--- config.mk ---
export PLATFORM = sky130hd
export DESIGN_NAME = seven_seg_display_driver
export DESIGN_NICKNAME = d
export VERILOG_FILES = /design/src/rtl/seven_seg_pkg.sv /design/src/rtl/seven_seg_display_driver_seg7_glyph_decoder.sv /design/src/rtl/seven_seg_display_driver.sv
export SDC_FILE = /design/constraint.sdc
export NUM_CORES = 1
export LEC_CHECK = 0
export ABC_AREA = 0
export CAP_MARGIN = 20
export CORE_UTILIZATION = 60
export DETAILED_ROUTE_END_ITERATION = 7
export PLACE_DENSITY = 0.83
export SYNTH_ARGS = -nofsm -noshare
export SYNTH_HDL_FRONTEND = slang
export SYNTH_SLANG_ARGS = --single-unit
export TNS_END_PERCENT = 1
--- constraint.sdc ---
create_clock -name clk -period 5.1 [get_ports clk]
set_input_delay 1.02 -clock clk [delete_from_list [all_inputs] [get_ports clk]]
set_output_delay 1.02 -clock clk [all_outputs]
set_load 0.03 [all_outputs]
--- src/rtl/seven_seg_pkg.sv ---
// Shared types and constants for the seven-segment display driver.
package seven_seg_pkg;

    // Glyph codes: 0..15 are the hex digits themselves, followed by specials.
    typedef enum logic [4:0] {
        GLYPH_0     = 5'd0,
        GLYPH_1     = 5'd1,
        GLYPH_2     = 5'd2,
        GLYPH_3     = 5'd3,
        GLYPH_4     = 5'd4,
        GLYPH_5     = 5'd5,
        GLYPH_6     = 5'd6,
        GLYPH_7     = 5'd7,
        GLYPH_8     = 5'd8,
        GLYPH_9     = 5'd9,
        GLYPH_A     = 5'd10,
        GLYPH_B     = 5'd11,
        GLYPH_C     = 5'd12,
        GLYPH_D     = 5'd13,
        GLYPH_E     = 5'd14,
        GLYPH_F     = 5'd15,
        GLYPH_DASH  = 5'd16,
        GLYPH_H     = 5'd17,
        GLYPH_BLANK = 5'd18
    } glyph_t;

    localparam logic MODE_DEC = 1'b0;
    localparam logic MODE_HEX = 1'b1;

    typedef logic [1:0] digit_idx_t;

    // All segments off (active-low).
    localparam logic [6:0] SEG_OFF = 7'b1111111;

endpackage

--- src/rtl/seven_seg_display_driver_seg7_glyph_decoder.sv ---
// Combinational map from glyph code to active-low {g,f,e,d,c,b,a} pattern.
module seg7_glyph_decoder
    import seven_seg_pkg::*;
(
    input  glyph_t     glyph,
    output logic [6:0] seg
);

    // Glyph lookup; anything unrecognised shows blank.
    always_comb begin
        seg = SEG_OFF;
        case (glyph)
            GLYPH_0:     seg = 7'b1000000;
            GLYPH_1:     seg = 7'b1111001;
            GLYPH_2:     seg = 7'b0100100;
            GLYPH_3:     seg = 7'b0110000;
            GLYPH_4:     seg = 7'b0011001;
            GLYPH_5:     seg = 7'b0010010;
            GLYPH_6:     seg = 7'b0000010;
            GLYPH_7:     seg = 7'b1111000;
            GLYPH_8:     seg = 7'b0000000;
            GLYPH_9:     seg = 7'b0010000;
            GLYPH_A:     seg = 7'b0001000;
            GLYPH_B:     seg = 7'b0000011;
            GLYPH_C:     seg = 7'b1000110;
            GLYPH_D:     seg = 7'b0100001;
            GLYPH_E:     seg = 7'b0000110;
            GLYPH_F:     seg = 7'b0001110;
            GLYPH_DASH:  seg = 7'b0111111;
            GLYPH_H:     seg = 7'b0001001;
            GLYPH_BLANK: seg = SEG_OFF;
            default:     seg = SEG_OFF;
        endcase
    end

endmodule

--- src/rtl/seven_seg_display_driver.sv ---
// Four-digit multiplexed common-anode display driver. Shows a signed 6-bit
// value as sign-magnitude decimal or as raw hex; inputs are captured once per
// scan frame so a frame never mixes two values.
module seven_seg_display_driver
    import seven_seg_pkg::*;
#(
    parameter int REFRESH_DIV = 100000
) (
    input  logic       clk,
    input  logic       reset,
    input  logic       display_mode,
    input  logic [5:0] display_result,
    output logic [3:0] an,
    output logic [6:0] seg,
    output logic       dp
);

    localparam int CNT_W = (REFRESH_DIV > 1) ? $clog2(REFRESH_DIV) : 1;
    localparam logic [CNT_W-1:0] TICK_LAST = CNT_W'(REFRESH_DIV - 1);

    logic [CNT_W-1:0] tick_cnt;
    logic             tick;
    digit_idx_t       digit_idx;
    logic [5:0]       snap_value;
    logic             snap_mode;

    logic [5:0]       mag;
    logic [1:0]       tens;
    logic [3:0]       ones;
    glyph_t           cur_glyph;
    logic [6:0]       cur_seg;

    assign tick = (tick_cnt == TICK_LAST);
    assign dp   = 1'b1;

    // Slot timer and digit index; the index steps once per completed slot.
    always_ff @(posedge clk) begin
        if (reset) begin
            tick_cnt  <= '0;
            digit_idx <= '0;
        end else if (tick) begin
            tick_cnt  <= '0;
            digit_idx <= digit_idx + 2'd1;
        end else begin
            tick_cnt  <= tick_cnt + CNT_W'(1);
        end
    end

    // Capture the inputs at the end of digit 3 so the next frame is coherent.
    always_ff @(posedge clk) begin
        if (reset) begin
            snap_value <= '0;
            snap_mode  <= MODE_DEC;
        end else if (tick && (digit_idx == 2'd3)) begin
            snap_value <= display_result;
            snap_mode  <= display_mode;
        end
    end

    // Magnitude and tens/ones split; magnitude never exceeds 32.
    always_comb begin
        mag  = snap_value[5] ? 6'(-snap_value) : snap_value;
        tens = 2'd0;
        ones = mag[3:0];
        if (mag >= 6'd30) begin
            tens = 2'd3;
            ones = 4'(mag - 6'd30);
        end else if (mag >= 6'd20) begin
            tens = 2'd2;
            ones = 4'(mag - 6'd20);
        end else if (mag >= 6'd10) begin
            tens = 2'd1;
            ones = 4'(mag - 6'd10);
        end
    end

    // Choose the glyph for the digit currently being scanned.
    always_comb begin
        cur_glyph = GLYPH_BLANK;
        if (snap_mode == MODE_HEX) begin
            case (digit_idx)
                2'd0:    cur_glyph = glyph_t'({1'b0, snap_value[3:0]});
                2'd1:    cur_glyph = glyph_t'({3'b000, snap_value[5:4]});
                2'd2:    cur_glyph = GLYPH_BLANK;
                default: cur_glyph = GLYPH_H;
            endcase
        end else begin
            case (digit_idx)
                2'd0:    cur_glyph = glyph_t'({1'b0, ones});
                2'd1:    cur_glyph = (tens == 2'd0) ? GLYPH_BLANK
                                                    : glyph_t'({3'b000, tens});
                2'd2:    cur_glyph = snap_value[5] ? GLYPH_DASH : GLYPH_BLANK;
                default: cur_glyph = GLYPH_BLANK;
            endcase
        end
    end

    seg7_glyph_decoder u_glyph_decoder (
        .glyph (cur_glyph),
        .seg   (cur_seg)
    );

    // Registered anode/cathode drive, one cycle behind the scan state.
    always_ff @(posedge clk) begin
        if (reset) begin
            an  <= 4'b1111;
            seg <= SEG_OFF;
        end else begin
            an  <= ~(4'b0001 << digit_idx);
            seg <= cur_seg;
        end
    end

endmodule
### After elaboration in Yosys (flattened, before gate mapping)

Memories as Yosys holds them, arrays and structs flattened. A register that Yosys moved wholly into a read port is not among the register bits.
Cells that the tools add are included.

| storage, ports and cells | value |
|---|---|
| memories | 1 |
| output and inout bits | 12 |
| flip-flop bits (word level) | 30 |
| bits in read-only memories | 224 |
| bits of input ports | 9 |
| word-level logic and storage cells | 37 |

Memory list:

| memory | words | bits a word | rd ports | clocked after Yosys merged registers in | wr ports | line | text |
|---|---|---|---|---|---|---|---|
| (name not given) | 32 | 7 | 1 | 1 | 0 | seven_seg_display_driver_seg7_glyph_decoder.sv:12 | `case (glyph)` |

| operators by class | value |
|---|---|
| shift operators | 1 |
| add/sub/neg operators | 6 |
| bitwise operators | 1 |
| reduce and logical (&&, ||, !) cells | 4 |
| $lt $le $gt $ge | 3 |
| multiplexer cells | 12 |
| eq/ne operators | 4 |

Operators with widths:

| kind | count |
|---|---|
| $pmux W5 S3 | 2 |
| $add A17 B1 Y17 const B | 1 |
| $eq A17 B17 Y1 const B | 1 |
| $ge A6 B5 Y1 const B | 2 |
| $mux W4 | 3 |
| $mux W5 | 2 |
| $sub A4 B4 Y4 const B | 2 |
| $ge A6 B4 Y1 const B | 1 |
| $mux W2 | 3 |
| $mux W6 | 1 |
| $neg A6 Y6 | 1 |
| $eq A2 B2 Y1 const B | 2 |
| $logic_not A2 Y1 | 2 |
| $not A4 Y4 | 1 |
| $shl A1 B2 Y4 const A | 1 |
| $sub A4 B3 Y4 const B | 1 |
| $add A2 B1 Y2 const B | 1 |
| $eq A2 B1 Y1 const B | 1 |
| $reduce_or A2 Y1 | 1 |
| $logic_and A1 B1 Y1 | 1 |
| $mux W1 | 1 |

### Longest topological paths before layout

| logic depth | value |
|---|---|
| depth in word-level cells | 10 |
| gate-level depth with buffers | 16 |

### Modules after synthesis

Synthesis repeated with hierarchy kept, for this count alone.

| second synthesis, totals | value |
|---|---|
| cells, all modules | 296 |
| area, all modules | 2523.7 µm² |

By module, submodules not included:

| module | times used | area an instance (µm²) | cells an instance |
|---|---|---|---|
| seven_seg_display_driver | 1 | 2188.3 | 252 |
| seg7_glyph_decoder | 1 | 335.3 | 44 |

### Worst setup path after synthesis

No wires, ideal clock.

| timing | value |
|---|---|
| path type | register to register |
| from | register snap_value[1] |
| to | register seg[4] |
| buffers on the path | 0 |
| setup time | 0.124 ns |
| setup slack | 1.750 ns |
| cell stages (with the launch flop) | 15 |
| arrival | 3.225 ns |
| cell sequence | dfxtp_1 -> inv_1 -> ha_1 -> nand2b_1 -> xnor2_1 -> ha_1 -> nand2_1 -> a31oi_2 -> a21boi_1 -> mux2i_1 -> o31ai_4 -> ha_1 -> nand2_1 -> a32o_1 -> a2111o_1 |

| on the way | value |
|---|---|
| longest elaborated chain between the ends | 10 |
| elaborated cells between the ends (all ways) | 19 |

Ends and longest elaborated chain:

| what | line | text |
|---|---|---|
| from (decl) | seven_seg_display_driver.sv:24 | `logic [5:0] snap_value;` |
| from (signal assigned) | seven_seg_display_driver.sv:55 | `snap_value <= display_result;` |
| $neg A6 Y6 | seven_seg_display_driver.sv:62 | `mag = snap_value[5] ? 6'(-snap_value) : snap_value;` |
| $mux W6 | seven_seg_display_driver.sv:62 |  |
| $ge A6 B4 Y1 | seven_seg_display_driver.sv:71 | `end else if (mag >= 6'd10) begin` |
| $mux W1 | seven_seg_display_driver.sv:71 |  |
| $mux W2 | seven_seg_display_driver.sv:68 | `end else if (mag >= 6'd20) begin` |
| $mux W2 | seven_seg_display_driver.sv:65 | `if (mag >= 6'd30) begin` |
| $logic_not A2 Y1 | seven_seg_display_driver.sv:90 | `2'd1: cur_glyph = (tens == 2'd0) ? GLYPH_BLANK` |
| $mux W5 | seven_seg_display_driver.sv:90 |  |
| $pmux W5 S3 | seven_seg_display_driver.sv:88 | `case (digit_idx)` |
| $mux W5 * | seven_seg_display_driver.sv:80 | `if (snap_mode == MODE_HEX) begin` |
| to (decl) | seven_seg_display_driver.sv:14 | `output logic [6:0] seg,` |

Every way passes the cells marked *; elsewhere a longest branch is shown, timed or not.
A chain may end at the register's enable or synchronous reset.

### Final worst setup path

Same ends and word-level chain as after synthesis.

==> results.cfg <==
[setup_path]
crit_type = flip-flop to flip-flop
worstPathArrival_ns = 3.95
reg2reg_to = seg[4]
crit_buf_inv = 2
critPathSlowestCell = dfxtp_1
crit_chain = inv_1, ha_1, nand2b_1, xnor2_1, ha_1, nand2_1, a31oi_2, a21boi_1, mux2i_1, o31ai_4, ha_1, inv_1, nor2_1, nor2_1, a2111o_1
cp.required_ns = 5.27
path_common_cell = ha_1
worstSetupStartpointType = flip-flop
worst_r2r_startpoint = snap_value[1]
cp_slowest_stage_delay_ns = 0.47
crit_family = compound AO/OA/AOI/OAI gates
cp_max_fo = 7
reg2reg_depth = 15
cp-end-kind = flip-flop
rrSetupSlack_ns = 1.32

[worst_hold_path]
hold-path-endpoint = tick_cnt[0]
min_path_type = flip-flop to flip-flop
worstHoldPathCells = 1
hold_start = tick_cnt[0]

[grt]
grt_max_degree = 17
track_usage_pct = 26.0
grt_overflow = 0
grt_pass1_vias = 1966
antenna_found_initial = 0
grt_pass1_wl_um = 8290

[die]
start_util_pct = 62.8
core_um2 = 3690
fp-row-count = 22
dieArea_um2 = 4110
io_pins = 21
die_h_um = 64.1
die_w_um = 64.1

[pwr]
vdd_drop_max_mv = 0.187
powerDensity_nw_per_um2 = 201
p_leak_uw = 0.000986

[synth]
synth_edf_count = 0
yosys.area_share.simple_pct = 21.7
yosys-top-cells-area = dfxtp_1 (32%), ha_1 (8.1%), nor2_1 (6.8%)
synth_common_cells = nor2_1 (42), dfxtp_1 (37), inv_1 (20), nand2_1 (20), ha_1 (15)
yosysSeqAreaShare_pct = 32.0
yosysUniqueCellTypes = 56
synth_fp_nets = 292
ys_warn_count = 0
synthXorXnorAreaFrac_pct = 7.51
synth_area_um2 = 2320
synth_compound_area_share_pct = 20.5
synth_mux_area_share_pct = 4.86
synth_top_area_share_pct = 32.0
synth_top_family_by_area = simple AND/OR/NAND/NOR gates
yosys.area.top_type = dfxtp_1
synthArstFlopShare_pct = 0
synthCells = 268
ys_ff_latch = 37
synth_area_per_cell_um2 = 8.64
synth.most_common_cell = nor2_1
synth_fa_ha_area_share_pct = 8.10
ys.flop_type = dfxtp_1

[place]
io_buffers = 19
dpl.hpwl_um = 3610
dp_slack_ns = 1.37
dpl-instance-area_um2 = 2520
place.gp.congestion = 0.934

[final_layout]
post-route-util_pct = 70.7
drive_gt1_share_pct = 8.36
syn2layout_area_growth_pct = 12.6
n_antenna_cell = 0
nets = 310
stdcell_area_um2 = 2610

[sta]
tightest_slew_ns = 0.982
drv_slew = 0
setup_viol_count_final = 0
slew_headroom_pct = 34.1
setup_slack_ns = 1.32
finalCritPeriodShare_pct = 74.0
rsz0062_at_grt = false
whs_ns = 0.474
tns_ns = 0
fmax_mhz = 265
clock_skew_ns = 0.00884
timing.final.crit_period_ns = 3.78
hold_viol = 0

[detailed_routing]
drt_first_pass_iters = 4
via_per_inst = 5.89
wl_per_cell_um = 14.3
ant_nets = 0
route.detailed.drc = 0
route.final.wire_length_um = 4810
drtIter0Drc = 118
num_vias = 1972

[cts]
cts_tree = yes
cts_buffers = 5
postCtsSetupRepairBufs = 0
clk_pin_slew_ns = 0.08
clk_path_buf_depth = 2
clockRootBuffer = clkbuf_8
cts_resized = 0
clkLatencyLatePin_ns = 0.29
htree_levels = 2
cts_sinks = 37
ctsHoldBuffers = 0

[run_status]
run_status = finished clean

[flow_run]
maxCapViolCount = 0
layer usage:
metal  track usage (%)  wire length (um)  share of wire [%]  vias up
met2              45.1              2390                 50       50
met1              29.8              2110                 44      933
li1                  -                 -                  -      980
met4              15.0               103                2.1        0
met3              4.64               209                4.3        9
met5                 0                 0                  0        -
worst reg2reg max path, delay by kind of cell (launching register included):
family                     cells  cell delay, ns
adders and majority gates      3            0.89
and+or+nand+nor                4            0.50
buffers and inverters          2            0.17
xor gates and xnor gates       1            0.38
muxes                          1            0.16
AOI/OAI and AO/OA              4            1.09
DFF                            1            0.47
final cells by class:
| cell class | count | area [um2] |
|---|---|---|
| multi-input combinational | 203 | 1460 |
| fill | 313 | 1080 |
| sequential | 37 | 741 |
| timing repair buffer | 19 | 190 |
| inverter | 20 | 75.1 |
| clock buffer | 5 | 68.8 |
| tap | 48 | 60.1 |
| clock inverter | 3 | 17.5 |
layout by cell type (no fill, tap or decap), types with 4 or more instances in the layout:
cell and instances:
clkdlybuf4s50_1 19, xor2_1 11, a31oi_1 4, nand4_1 4, o21ai_0 8, nor2_1 42, nor2b_1 4, nand2b_1 6
nor3_1 5, xnor2_1 7, a21oi_1 8, mux2i_1 9, and3_1 4, nand3_1 4, clkbuf_8 5, ha_1 15
nand2_1 20, dfxtp_1 37, inv_1 20
worst max-delay path by stage:
stage,endpoint,depth (start not counted),start,slack (ns)
floorplan,seg[4],14,snap_value[1],1.75
CTS,seg[4],14,snap_value[1],1.33
finish,seg[4],15,snap_value[1],1.32
global route,seg[4],15,snap_value[1],0.99
detailed placement,seg[4],14,snap_value[1],1.37
global placement,seg[4],14,snap_value[1],1.54
registers in the layout, summed over array words and instances, names as in the netlist:
name,count
tick_cnt,17
seg,7
digit_idx,2
snap_value,6
snap_mode,1
an,4
where the power goes:
group          internal (uW)  switching [uW]
clock network           94.2             103
registers                294            2.69
logic                   13.8            16.3
total                    402             122
cells by family (layout without fill, tap and decap cells):
group	count (synthesis)	count (layout)
simple gates	102	102
compound gates	56	56
flops	37	37
buf+inv	28	47
xor+xnor	19	19
fa+ha+maj	15	15
mux	10	10
other cells	1	1
through the flow:
stage / total power (uW) / instances
after floorplan: 320 / 268
after global placement: 333 / 327
after detailed placement: 334 / 327
after CTS: 529 / 335
after global routing: 547 / 335
final: 524 / 335
Power figures use the tool's default switching activity.
